**config.mk**
```make
export PLATFORM = sky130hd
export DESIGN_NAME = wrr_prio_table_flat
export DESIGN_NICKNAME = d
export VERILOG_FILES = /design/src/rtl/wrr_pkg.sv /design/src/rtl/wrr_prio_table_if.sv /design/src/rtl/wrr_prio_entry.sv /design/src/rtl/wrr_prio_table.sv /design/src/flat_wrapper.sv
export SDC_FILE = /design/constraint.sdc
export NUM_CORES = 1
export LEC_CHECK = 0
export CAP_MARGIN = 20
export CORE_ASPECT_RATIO = 0.9
export CORE_MARGIN = 4
export CORE_UTILIZATION = 59
export CTS_CLUSTER_DIAMETER = 40
export DETAILED_ROUTE_END_ITERATION = 10
export GPL_ROUTABILITY_DRIVEN = 0
export HOLD_SLACK_MARGIN = 0.15
export PLACE_DENSITY = 0.83
export SETUP_SLACK_MARGIN = 0.2
export SYNTH_ARGS = -nofsm -noshare
export SYNTH_HDL_FRONTEND = slang
export SYNTH_SLANG_ARGS = --single-unit
```
**constraint.sdc**
```tcl
create_clock -name clk -period 3.34 [get_ports clk]
set_input_delay 1.002 -clock clk [delete_from_list [all_inputs] [get_ports clk]]
set_output_delay 1.002 -clock clk [all_outputs]
set_load 0.05 [all_outputs]
```
**src/rtl/wrr_pkg.sv**
```systemverilog
// ---------------------------------------------------------------------------
// wrr_pkg
// Shared types and constants for the weighted round-robin arbiter blocks.
// The priority-update channel carries a 5-bit requester id and a PRIO_W-bit
// weight. Every block that touches weights or ids imports this package, so
// the widths only live here.
// ---------------------------------------------------------------------------
package wrr_pkg;

  // Width of one requester weight. A weight of 0 disables the requester.
  localparam int PRIO_W = 4;

  // Width of the requester index on the update channel.
  localparam int ID_W = 5;

  // Largest requester count the 5-bit id can address.
  localparam int MAX_REQ = 32;

  typedef logic [PRIO_W-1:0] prio_t;
  typedef logic [ID_W-1:0]   prio_id_t;

  // True when an id addresses a requester that actually exists.
  // The id is widened before comparing so that nReq = 32 (one past the
  // largest 5-bit value) still compares correctly.
  function automatic logic id_in_range(input prio_id_t id, input int nReq);
    logic [31:0] idWide;
    logic [31:0] nReqWide;
    idWide   = 32'(id);
    nReqWide = 32'(nReq);
    return idWide < nReqWide;
  endfunction

endpackage

```
**src/rtl/wrr_prio_table_if.sv**
```systemverilog
// ---------------------------------------------------------------------------
// wrr_prio_table_if
// Priority-update channel between the configuration source (master) and the
// priority table (slave). There is no handshake back to the source: an
// update is taken on every clock in which prio_upt is high.
//   prio_upt : update strobe, one update per cycle while high
//   prio_id  : target requester index
//   prio     : new weight for that requester (0 = disabled)
// ---------------------------------------------------------------------------
interface wrr_prio_table_if;
  import wrr_pkg::*;

  logic     prio_upt;
  prio_id_t prio_id;
  prio_t    prio;

  // The update source drives the channel.
  modport master (
    output prio_upt,
    output prio_id,
    output prio
  );

  // The priority table only ever listens.
  modport slave (
    input prio_upt,
    input prio_id,
    input prio
  );

endinterface

```
**src/rtl/wrr_prio_entry.sv**
```systemverilog
// ---------------------------------------------------------------------------
// wrr_prio_entry
// One requester's slot in the priority table. It keeps three pieces of
// state:
//   shadow : the most recently written weight, not yet visible to the arbiter
//   pend   : shadow holds a value that has not been committed yet
//   active : the weight the grant engine currently uses
// Writes land in shadow and raise pend. On a round boundary a pending
// shadow value is copied into active and pend drops. A write in the same
// cycle as the round boundary is folded straight into that commit.
//
// Ports
//   clk         : clock, all state changes on the rising edge
//   rst         : synchronous active-high reset, beats everything else
//   wr_en_i     : this entry is the target of a legal update this cycle
//   wr_data_i   : weight carried by that update
//   round_end_i : arbitration round boundary, commit pending value
//   active_o    : committed weight (register)
//   pend_o      : pending flag (register)
//   pend_next_o : value pend takes at the next edge, for the registered
//                 pending summary in the top level
// ---------------------------------------------------------------------------
module wrr_prio_entry
  import wrr_pkg::*;
#(
  parameter prio_t DEFAULT_PRIO = prio_t'(1)
) (
  input  logic  clk,
  input  logic  rst,
  input  logic  wr_en_i,
  input  prio_t wr_data_i,
  input  logic  round_end_i,
  output prio_t active_o,
  output logic  pend_o,
  output logic  pend_next_o
);

  prio_t shadow_q;
  prio_t shadow_d;
  prio_t active_q;
  prio_t active_d;
  logic  pend_q;
  logic  pend_d;

  // Next-state for the entry. The write is applied first and the commit
  // then looks at the post-write values, which is what makes an update in
  // the round_end cycle land in active right away and leave pend clear.
  // The commit is gated by pend, so an entry nobody wrote keeps its active
  // weight even when its shadow happens to differ.
  always_comb begin
    shadow_d = shadow_q;
    pend_d   = pend_q;
    active_d = active_q;

    if (wr_en_i) begin
      shadow_d = wr_data_i;
      pend_d   = 1'b1;
    end

    if (round_end_i && pend_d) begin
      active_d = shadow_d;
      pend_d   = 1'b0;
    end
  end

  // State registers. Reset discards any uncommitted write: shadow returns
  // to the default weight together with active, so nothing stale can be
  // committed later.
  always_ff @(posedge clk) begin
    if (rst) begin
      shadow_q <= DEFAULT_PRIO;
      active_q <= DEFAULT_PRIO;
      pend_q   <= 1'b0;
    end else begin
      shadow_q <= shadow_d;
      active_q <= active_d;
      pend_q   <= pend_d;
    end
  end

  assign active_o    = active_q;
  assign pend_o      = pend_q;
  assign pend_next_o = rst ? 1'b0 : pend_d;

endmodule

```
**src/rtl/wrr_prio_table.sv**
```systemverilog
// ---------------------------------------------------------------------------
// wrr_prio_table
// Receiving end of the priority-update channel for the weighted round-robin
// arbiter. Weight updates are parked in a per-requester shadow slot and only
// become visible to the grant engine when it signals the end of a round, so
// the weights never change while a round's credits are being spent.
//
// Ports
//   clk           : clock
//   rst           : synchronous active-high reset
//   upd_if        : update channel (prio_upt / prio_id / prio), slave side
//   round_end_i   : one-cycle pulse from the grant engine at a round boundary
//   prio_table_o  : committed weights, entry i at [i*PRIO_W +: PRIO_W]
//   pending_any_o : at least one written weight is still uncommitted
//   commit_o      : pulse, the committed table changed in this cycle
//   upd_err_o     : pulse, an update was dropped because its id was too big
// ---------------------------------------------------------------------------
module wrr_prio_table
  import wrr_pkg::*;
#(
  parameter int    N_REQ        = 32,
  parameter prio_t DEFAULT_PRIO = prio_t'(1)
) (
  input  logic                    clk,
  input  logic                    rst,
  wrr_prio_table_if.slave         upd_if,
  input  logic                    round_end_i,
  output logic [N_REQ*PRIO_W-1:0] prio_table_o,
  output logic                    pending_any_o,
  output logic                    commit_o,
  output logic                    upd_err_o
);

  logic             idLegal;
  logic [N_REQ-1:0] wrEn;
  logic [N_REQ-1:0] pendVec;
  logic [N_REQ-1:0] pendNextVec;
  logic             commitHit;

  logic commit_q;
  logic updErr_q;
  logic pendingAny_q;

  // An update only reaches the table when its id names a real requester.
  // Out-of-range ids are swallowed here and reported through upd_err.
  assign idLegal = id_in_range(upd_if.prio_id, N_REQ);

  // One slot per requester. Each slot gets a private write enable from the
  // id decode; all slots see the same write data and round boundary. The
  // committed weights are packed side by side for the grant engine.
  for (genvar i = 0; i < N_REQ; i++) begin : gEntry
    prio_t activeW;

    assign wrEn[i] = upd_if.prio_upt && idLegal &&
                     (upd_if.prio_id == prio_id_t'(i));

    wrr_prio_entry #(
      .DEFAULT_PRIO (DEFAULT_PRIO)
    ) uEntry (
      .clk         (clk),
      .rst         (rst),
      .wr_en_i     (wrEn[i]),
      .wr_data_i   (upd_if.prio),
      .round_end_i (round_end_i),
      .active_o    (activeW),
      .pend_o      (pendVec[i]),
      .pend_next_o (pendNextVec[i])
    );

    assign prio_table_o[i*PRIO_W +: PRIO_W] = activeW;
  end

  // The table changes on a round boundary only if some slot has something
  // to commit, either from an earlier write or from a write arriving in
  // this very cycle. A rewrite with the current weight still counts.
  assign commitHit = round_end_i && (|(pendVec | wrEn));

  // Status flags. All three are registered so no input reaches an output
  // combinationally. The pending summary is built from the slots' next-state
  // pend bits so it lines up with the slots themselves.
  always_ff @(posedge clk) begin
    if (rst) begin
      commit_q     <= 1'b0;
      updErr_q     <= 1'b0;
      pendingAny_q <= 1'b0;
    end else begin
      commit_q     <= commitHit;
      updErr_q     <= upd_if.prio_upt && !idLegal;
      pendingAny_q <= |pendNextVec;
    end
  end

  assign commit_o      = commit_q;
  assign upd_err_o     = updErr_q;
  assign pending_any_o = pendingAny_q;

endmodule

```
**src/flat_wrapper.sv**
```systemverilog
// flat-port wrapper written by rule: the top's interface ports become plain ports
module wrr_prio_table_flat import wrr_pkg::*;
#(
  parameter int    N_REQ        = 32,
  parameter prio_t DEFAULT_PRIO = prio_t'(1)
)
  (clk, rst, round_end_i, prio_table_o, pending_any_o, commit_o, upd_err_o, upd_if_prio_upt, upd_if_prio_id, upd_if_prio);
  wrr_prio_table_if upd_if_i ();
  input  logic clk;
  input  logic rst;
  input  logic round_end_i;
  output logic [N_REQ*PRIO_W-1:0] prio_table_o;
  output logic pending_any_o;
  output logic commit_o;
  output logic upd_err_o;
  input wire logic [$bits(upd_if_i.prio_upt)-1:0] upd_if_prio_upt;
  input wire logic [$bits(upd_if_i.prio_id)-1:0] upd_if_prio_id;
  input wire logic [$bits(upd_if_i.prio)-1:0] upd_if_prio;
  assign upd_if_i.prio_upt = upd_if_prio_upt;
  assign upd_if_i.prio_id = upd_if_prio_id;
  assign upd_if_i.prio = upd_if_prio;
  wrr_prio_table #(.N_REQ(N_REQ), .DEFAULT_PRIO(DEFAULT_PRIO)) u_core (.clk(clk), .rst(rst), .upd_if(upd_if_i), .round_end_i(round_end_i), .prio_table_o(prio_table_o), .pending_any_o(pending_any_o), .commit_o(commit_o), .upd_err_o(upd_err_o));
endmodule
```
==> results of run 1 <==
[report_power, final]
| group | leakage (nW) | internal, W | switching, W |
|---|---|---|---|
| logic | 2.49 | 0.000111 | 0.000244 |
| registers | 2.34 | 0.00349 | 0.0000128 |
| clock network | 0.586 | 0.00246 | 0.00141 |
[cell usage after synthesis, types with 5 or more instances]
library cell,number,area share
or2_2,16,0.0094
o21a_1,8,0.0057
o21ai_0,13,0.0061
inv_1,17,0.0060
buf_2,19,0.0090
nor4_1,5,0.0029
a211oi_1,90,0.064
nor2_1,249,0.088
nand4_1,5,0.0029
nand2b_1,37,0.022
buf_4,6,0.0042
clkbuf_1,55,0.019
nor2b_1,24,0.014
nor2_2,7,0.0041
a21oi_1,30,0.014
dfxtp_1,290,0.55
mux2i_1,143,0.13
a211o_1,17,0.014
nand2_1,23,0.0081
a311oi_1,6,0.0050
[area by class of cell]
class,instances,share of cell area
clock inverters,13,0.0138
inverters,17,0.00470
clock buffers,47,0.0753
well taps,240,0.0221
flip-flops and latches,290,0.427
multi-input cells,693,0.323
repair buffers,193,0.133
[worst paths after layout]
check	to	slack, ns	cells past startpoint
worst max-delay path	u_core.gEntry[19].uEntry.active_o[0]$_SDFFE_PP1P_	0.40	7
worst min register to register	u_core.gEntry[13].uEntry.active_o[0]$_SDFFE_PP1P_	0.46	1
worst min-delay path	u_core.gEntry[13].uEntry.active_o[0]$_SDFFE_PP1P_	0.46	1
worst max register to register	u_core.pending_any_o$_SDFF_PP0_	1.86	5
[metrics by stage]
step                setup slack, ns  cells  hold WS [ns]  instance area, um^2  power (W)
global route                  0.259   1493         0.480                13600    0.00796
global placement              0.166   1433         0.446                12400    0.00392
finish                        0.399   1493         0.461                13600    0.00773
floorplan                     0.894   1080         0.435                10600    0.00381
detailed placement          0.00797   1433         0.450                12400    0.00393
CTS                           0.444   1493         0.463                13600    0.00778
[layout by cell type (no fill, tap or decap), types with 3 or more instances in the layout]
cell type | netlist | final
o21ai_0 | 13 | 13
nand4_1 | 5 | 5
or2_2 | 16 | 16
nand2b_1 | 37 | 37
buf_4 | 6 | 50
nand4b_1 | 3 | 3
o21a_1 | 8 | 8
mux2i_1 | 143 | 143
clkbuf_8 | 0 | 6
clkdlybuf4s50_1 | 0 | 140
and4b_1 | 3 | 3
nor2_2 | 7 | 7
nand2_1 | 23 | 23
clkinvlp_4 | 0 | 3
nor4_1 | 5 | 5
nor2b_1 | 24 | 24
nor2_1 | 249 | 249
a21oi_1 | 30 | 30
clkbuf_16 | 0 | 37
a211o_1 | 17 | 17
inv_1 | 17 | 17
dfxtp_1 | 290 | 290
a211oi_1 | 90 | 90
clkbuf_1 | 55 | 4
a311oi_1 | 6 | 6
bufinv_16 | 0 | 4
[registers in the layout, summed over array words and instances (netlist names)]
name                           flops
u_core.gEntry.uEntry.active_o    128
u_core.commit_o                    1
u_core.gEntry.uEntry.shadow_q    128
u_core.pending_any_o               1
u_core.gEntry.uEntry.pend_o       32
[metal layers]
| metal | up-vias | wire length, um |
|---|---|---|
| li1 | 3985 | - |
| met1 | 3858 | 11200 |
| met2 | 252 | 11900 |
| met3 | 42 | 1710 |
| met4 | 0 | 592 |
| met5 | - | 0 |
[kinds of logic (layout without fill, tap and decap cells)]
group           after synthesis  count (layout)  synth area share
flops                       290             290             0.547
mux                         143             143             0.135
other cells                   1               1          0.000353
simple gates                381             381             0.167
buf+inv                      97             270            0.0387
compound gates              168             168             0.112
==> impl_results.md, run 1 <==
- Synthesis-to-layout area growth: 28.1%
- Area taken by flip-flops and latches: between 5000 and 6000 um^2
- Post-CTS sizing: 0
- Cell family contributing the most delay on the critical path: buffers and inverters
- Post-synthesis area per instance: 9.83 um^2
- EDFF count, synth: 0
- Sequential cell area fraction in the yosys report: 0.547
- Worst slew margin: 0.539
- Routed wire length: 25400 um
- Unrepaired setup endpoints after global routing: no
- CP max stage cell: clkdlybuf4s50_1
- Core utilization of the finished layout: 0.769
- Pin count of the biggest net entering global routing: ~140
- Setup violators final: 0
- Total global routing overflow: 0
- Width of the die: roughly 150 um
- Worst ir drop on vdd: 0.455 mV
- Endpoint required time on the critical path: about 3.7 ns
- Antenna violations before repair: 0
- Fraction of final layout cells sized beyond drive strength 1: 0.111
- # clock sinks: 290
- Number of storage elements in the synthesis netlist: 290
- Ratio of routed vias to standard cells: between 5 and 6
- Met1 capacity usage during global routing: 0.333
- Mapped Cells: 1080
- Final period utilization: 0.881
- Flip-flop cell with the highest count after synthesis: dfxtp_1
- Final critical path time including I/O delays and setup: 2.94 ns
- Count of pins over their slew limit: 0
- Cell at the root of the clock tree: clkbuf_16
- Insertion delay to the later sink of the worst-skew pair: 0.50 ns
- Die Y: 135 um
- Yosys warning count: 0
- Critical path's largest stage delay: 0.73 ns
- Number of antenna-violating nets in the routed design: 0
- Endpoint class of the critical path: register
- Proportion of register bits with asynchronous set or reset after synthesis: 0
- Maximum buffer depth of the clock tree: 3
- Die ar.: between 20000 and 25000 um^2
- Number of placed I/O pins: 144
- Peak clock frequency supported by timing: 0.340 GHz
- Met2 capacity usage during global routing: 0.411
- Fill count: approximately 1.2k
- CTS tree: yes
- Transition time at the pin with the least slew margin: between 0.6 and 0.7 ns
- Nets@finish: between 1k and 1.5k
- Total core area: 17700 um^2
- Initial DRC count: roughly 420
- Footprint of the multi-input gates: between 4000 and 5000 um^2
- Class of the most critical setup path: in2reg
- Global-route wire length before repair: just over 40000 um
- Effective utilization at floorplan: 0.601
- Post-synth design cell area: around 11000 um^2
- Setup Skew: 0.0101 ns
- Top Usage Layer GRT: met2
- Routed length per instance: 17.0 um
- Maximum level of the CTS H-tree: 2
- First element of the critical path: upd_if_prio_id[4]
- Number of detailed-routing iterations run before antenna repair: 5
- Power per Cell Area: 569 nW/um^2
- FP Rows: 46
- Number of buffers added on ports: 142
- Buffering stage count on the worst path with inverters included: 2
- Worst Path Arrival: 3.33 ns
- Met3 routing resource usage after global routing: 0.0642
- DPL Wire Length: 16300 um
- TritonCTS Buffers: 34
- Cell breakdown of the critical path: clkdlybuf4s50_1, nor4bb_1, buf_4, nand2_1, mux2i_1, nor2_1, a211o_1
- Number of nets in the synthesized netlist: 1093
- Number of maximum-capacitance constraint violations: 0
- Setup Fix Bufs, Post-CTS: 0
- Run status: completed
- Critical hold path startpoint: u_core.gEntry[13].uEntry.active_o[0]$_SDFFE_PP1P_
- Overall fraction of global-route tracks in use: 0.253
- Fin. Hold Viols: 0
- Post-CTS clock slew at the launch and capture registers of the worst setup and hold paths: around 0.060 ns
- Crit Path Max Fanout: 12
- Lkg Pwr: 5.42 nW
- CTS Hold Bufs: 0
- Via count of the first global-routing pass: 8102
- Ant diodes: 0
- Critical path startpoint category: primary input
- R2r startpoint: u_core.gEntry[16].uEntry.pend_o$_DFF_P_
- Number of remaining DRC errors: 0
- Total negative setup slack: 0 ns
- Vias: between 8k and 9k
- Path category of the worst min-delay check: reg2reg
- Count of different cell masters after synthesis: 32
(Power assumes the default switching activity.)
==> inputs of run 2 (changes only) <==
- CORE_MARGIN: 4 -> default
- SYNTH_HIERARCHICAL: default -> 1
==> impl_results.md, run 2 <==
- Setup Skew: 0.00811 ns (-0.00195 ns)
- Vias: 8144 (+0.086%)
- Peak clock frequency supported by timing: 0.370 GHz (+8.8%)
- Yosys warning count: 6 (+6)
- Critical path startpoint category: register
- Top Usage Layer GRT: met2
- Dominant combinational cell family by area after synthesis: simple AND/OR/NAND/NOR gates
- Number of placed I/O pins: 144 (unchanged)
- Total negative setup slack: 0 ns (unchanged)
- Mapped Cells: 1073 (-0.65%)
- Maximum buffer depth of the clock tree: 3 (unchanged)
- Routed wire length: 24600 um (-3.2%)
- Cell family contributing the most delay on the critical path: buffers and inverters
- Xor/xnor share of the synthesized area: 0 (unchanged)
- Count of pins over their slew limit: 0 (unchanged)
- Cell types occupying the most area after synthesis: dfxtp_1, mux2i_1, nor2_1
- # clock sinks: 290 (unchanged)
- Worst setup timing slack at the placement stage: 0.263 ns (+0.255 ns)
- Effective utilization at floorplan: 0.611 (+0.0107)
- Final instance area: 13700 um^2 (+0.64%)
- Number of remaining DRC errors: 0 (unchanged)
- Unrepaired setup endpoints after global routing: no
- Area taken by flip-flops and latches: 5810 um^2 (unchanged)
- Footprint of the multi-input gates: 4630 um^2 (+5.2%)
- Worst slew margin: 0.580 (+0.0414)
- Leading cell type in the layout, fill and taps excluded: dfxtp_1
- TritonCTS Buffers: 35 (+2.9%)
- CP max stage cell: clkdlybuf4s50_1
- Post-CTS sizing: 0 (unchanged)
- Area fraction in and, or, nand and nor cells after synthesis: 0.172 (+0.00516)
- Width of the die: 146 um (-2.6%)
- Worst ir drop on vdd: 0.421 mV (-7.6%)
- Proportion of register bits with asynchronous set or reset after synthesis: 0 (unchanged)
- Core utilization of the finished layout: 0.764 (-0.00500)
- Number of maximum-capacitance constraint violations: 0 (unchanged)
- Path category of the worst min-delay check: reg2reg
- Cell breakdown of the critical path: clkdlybuf4s50_1
- Die Y: 131 um (-3.0%)
- Lkg Pwr: 4.57 nW (-16%)
- Share of the synthesized area in the top cell type: 0.531 (-0.0165)
- Met1 capacity usage during global routing: 0.334 (about the same)
- Mux contribution to synthesized area: 0.117 (-0.0178)
- Sequential cell area fraction in the yosys report: 0.531 (-0.0165)
- Via count of the first global-routing pass: 7830 (-3.4%)
- Number of antenna-violating nets in the routed design: 0 (unchanged)
- Fin. Hold Viols: 0 (unchanged)
- Total global routing overflow: 0 (unchanged)
- Crit Path Max Fanout: 1 (-11)
- CTS tree: yes
- Insertion delay to the later sink of the worst-skew pair: 0.50 ns (about the same)
- Fill count: 1228 (+3.2%)
- Number of storage elements in the synthesis netlist: 290 (unchanged)
- Post-CTS clock slew at the launch and capture registers of the worst setup and hold paths: 0.06 ns (about the same)
- EDFF count, synth: 0 (unchanged)
- Fraction of final layout cells sized beyond drive strength 1: 0.108 (-0.00285)
- Routed length per instance: 16.5 um (-2.9%)
- Area post-placement: 12500 um^2 (+0.89%)
- FP Rows: 46 (unchanged)
- Synthesized-area fraction occupied by ao, oa, aoi and oai cells: 0.133 (+0.0212)
- Met3 routing resource usage after global routing: 0.0438 (-0.0205)
- Number of buffers added on ports: 142 (unchanged)
- Overall fraction of global-route tracks in use: 0.259 (+0.00597)
- DPL Wire Length: 15600 um (-4.4%)
- Commonest cells after routing, fill and taps aside: dfxtp_1, nor2_1, clkdlybuf4s50_1
- Class of the most critical setup path: reg2out
- Setup violators final: 0 (unchanged)
- Number of cells in the design after placement: 1427 (-0.42%)
- Global-route wire length before repair: 40200 um (-2.9%)
- Ant diodes: 0 (unchanged)
- Endpoint required time on the critical path: 2.34 ns (-1.39 ns)
- Worst reg-to-reg setup slack: 1.92 ns (+0.06 ns)
- Pin count of the biggest net entering global routing: 126 (-8.7%)
- Critical path's largest stage delay: 0.82 ns (+0.09 ns)
- Number of nets in the synthesized netlist: 1086 (-0.64%)
- Met2 capacity usage during global routing: 0.430 (+0.0187)
- Post-synth design cell area: 10900 um^2 (+3.1%)
- Cell at the root of the clock tree: clkbuf_16
- Final Non-Filler Cells: 1489 (-0.27%)
- Most common cell in the netlist: dfxtp_1
- Total core area: 17900 um^2 (+1.3%)
- Transition time at the pin with the least slew margin: 0.627 ns (-0.0644 ns)
- Final critical path time including I/O delays and setup: 2.70 ns (-0.239 ns)
- Flip-flop cell with the highest count after synthesis: dfxtp_1
- Synthesis-to-layout area growth: 25.0%
- Nets@finish: 1237 (-0.40%)
- Final critical-path setup slack: 0.638 ns (+0.239 ns)
- Endpoint class of the critical path: primary output
- Buffering stage count on the worst path with inverters included: 1 (-1)
- Number of detailed-routing iterations run before antenna repair: 5 (unchanged)
- Count of different cell masters after synthesis: 25 (-22%)
- Post-synthesis area per instance: 10.2 um^2 (+3.8%)
- Final period utilization: 0.809 (-0.0716)
- Die ar.: 19100 um^2 (-5.5%)
- Antenna violations before repair: 0 (unchanged)
- Worst Path Arrival: 1.70 ns (-1.63 ns)
- Initial DRC count: 493 (+17%)
- Setup Fix Bufs, Post-CTS: 0 (unchanged)
- Maximum level of the CTS H-tree: 2 (unchanged)
- Fraction of the mapped netlist area in adder cells: 0 (unchanged)
- Power per Cell Area: 556 nW/um^2 (-2.4%)
- Commonest cells in the netlist: dfxtp_1, nor2_1, mux2i_1, a211oi_1, nor3_1
- Library cell with the largest summed area after synthesis: dfxtp_1
- Run status: completed
- Ratio of routed vias to standard cells: 5.47 (+0.35%)
- CTS Hold Bufs: 0 (unchanged)
## run 2: cell types whose count changed in the layout (fill, tap and decap cells not counted), sizes merged, moves of 12 or more
cell and delta:
nor3 +39, a21o +32, a21oi -30, o21a +25, nor2b -24, a211o -17
or2 +16, mux2i -15, inv -14, o21ai -13, nand2 +12
## run 2: worst min-delay path: stages (launching register included)
cell      delay (ns)
dfxtp_1         0.30
mux2i_1         0.07
nand2b_1        0.07
## run 2: area by class of cell
type	count	share of cell area
Clock buffer	43	0.0715
Clock inverter	19	0.0154
Inverter	1	0.000274
Multi-Input combinational cell	713	0.338
Sequential cell	290	0.424
Tap cell	240	0.0220
Timing Repair Buffer	183	0.128
## run 2: path summary, 6_finish.rpt
kind                                             startpoint                                             end  cells past startpoint
max                         u_core/pending_any_o$_SDFF_PP0_                                   pending_any_o                      1
min          u_core/gEntry[9].uEntry/shadow_q[0]$_SDFF_PP1_  u_core/gEntry[9].uEntry/shadow_q[0]$_SDFF_PP1_                      2
max reg2reg         u_core/gEntry[25].uEntry/pend_o$_DFF_P_                 u_core/pending_any_o$_SDFF_PP0_                      5
min reg2reg  u_core/gEntry[9].uEntry/shadow_q[0]$_SDFF_PP1_  u_core/gEntry[9].uEntry/shadow_q[0]$_SDFF_PP1_                      2
## run 2: metrics by stage
stage | total power (W) | hold slack, ns
final | 0.00760 | 0.470
after global routing | 0.00784 | 0.497
after CTS | 0.00766 | 0.474
after detailed placement | 0.00389 | 0.458
after global placement | 0.00389 | 0.455
after floorplan | 0.00377 | 0.443
## run 2: layer usage
metal | routed length [um] | part of all wire
met2 | 11700 | 0.48
met1 | 11000 | 0.45
met3 | 1200 | 0.049
met4 | 676 | 0.027
met5 | 0 | 0
## run 2: cell families after synthesis
group           after synthesis
simple gates                422
other cells                   1
buf+inv                      70
mux                         128
flops                       290
compound gates              162
## run 2: power breakdown
group	internal [W]	switching, W	total, W	leakage, nW
Combinational	0.000100	0.000219	0.000319	1.67
Sequential	0.00349	0.0000139	0.00350	2.34
Clock	0.00234	0.00144	0.00378	0.568
Total	0.00593	0.00167	0.00760	4.57
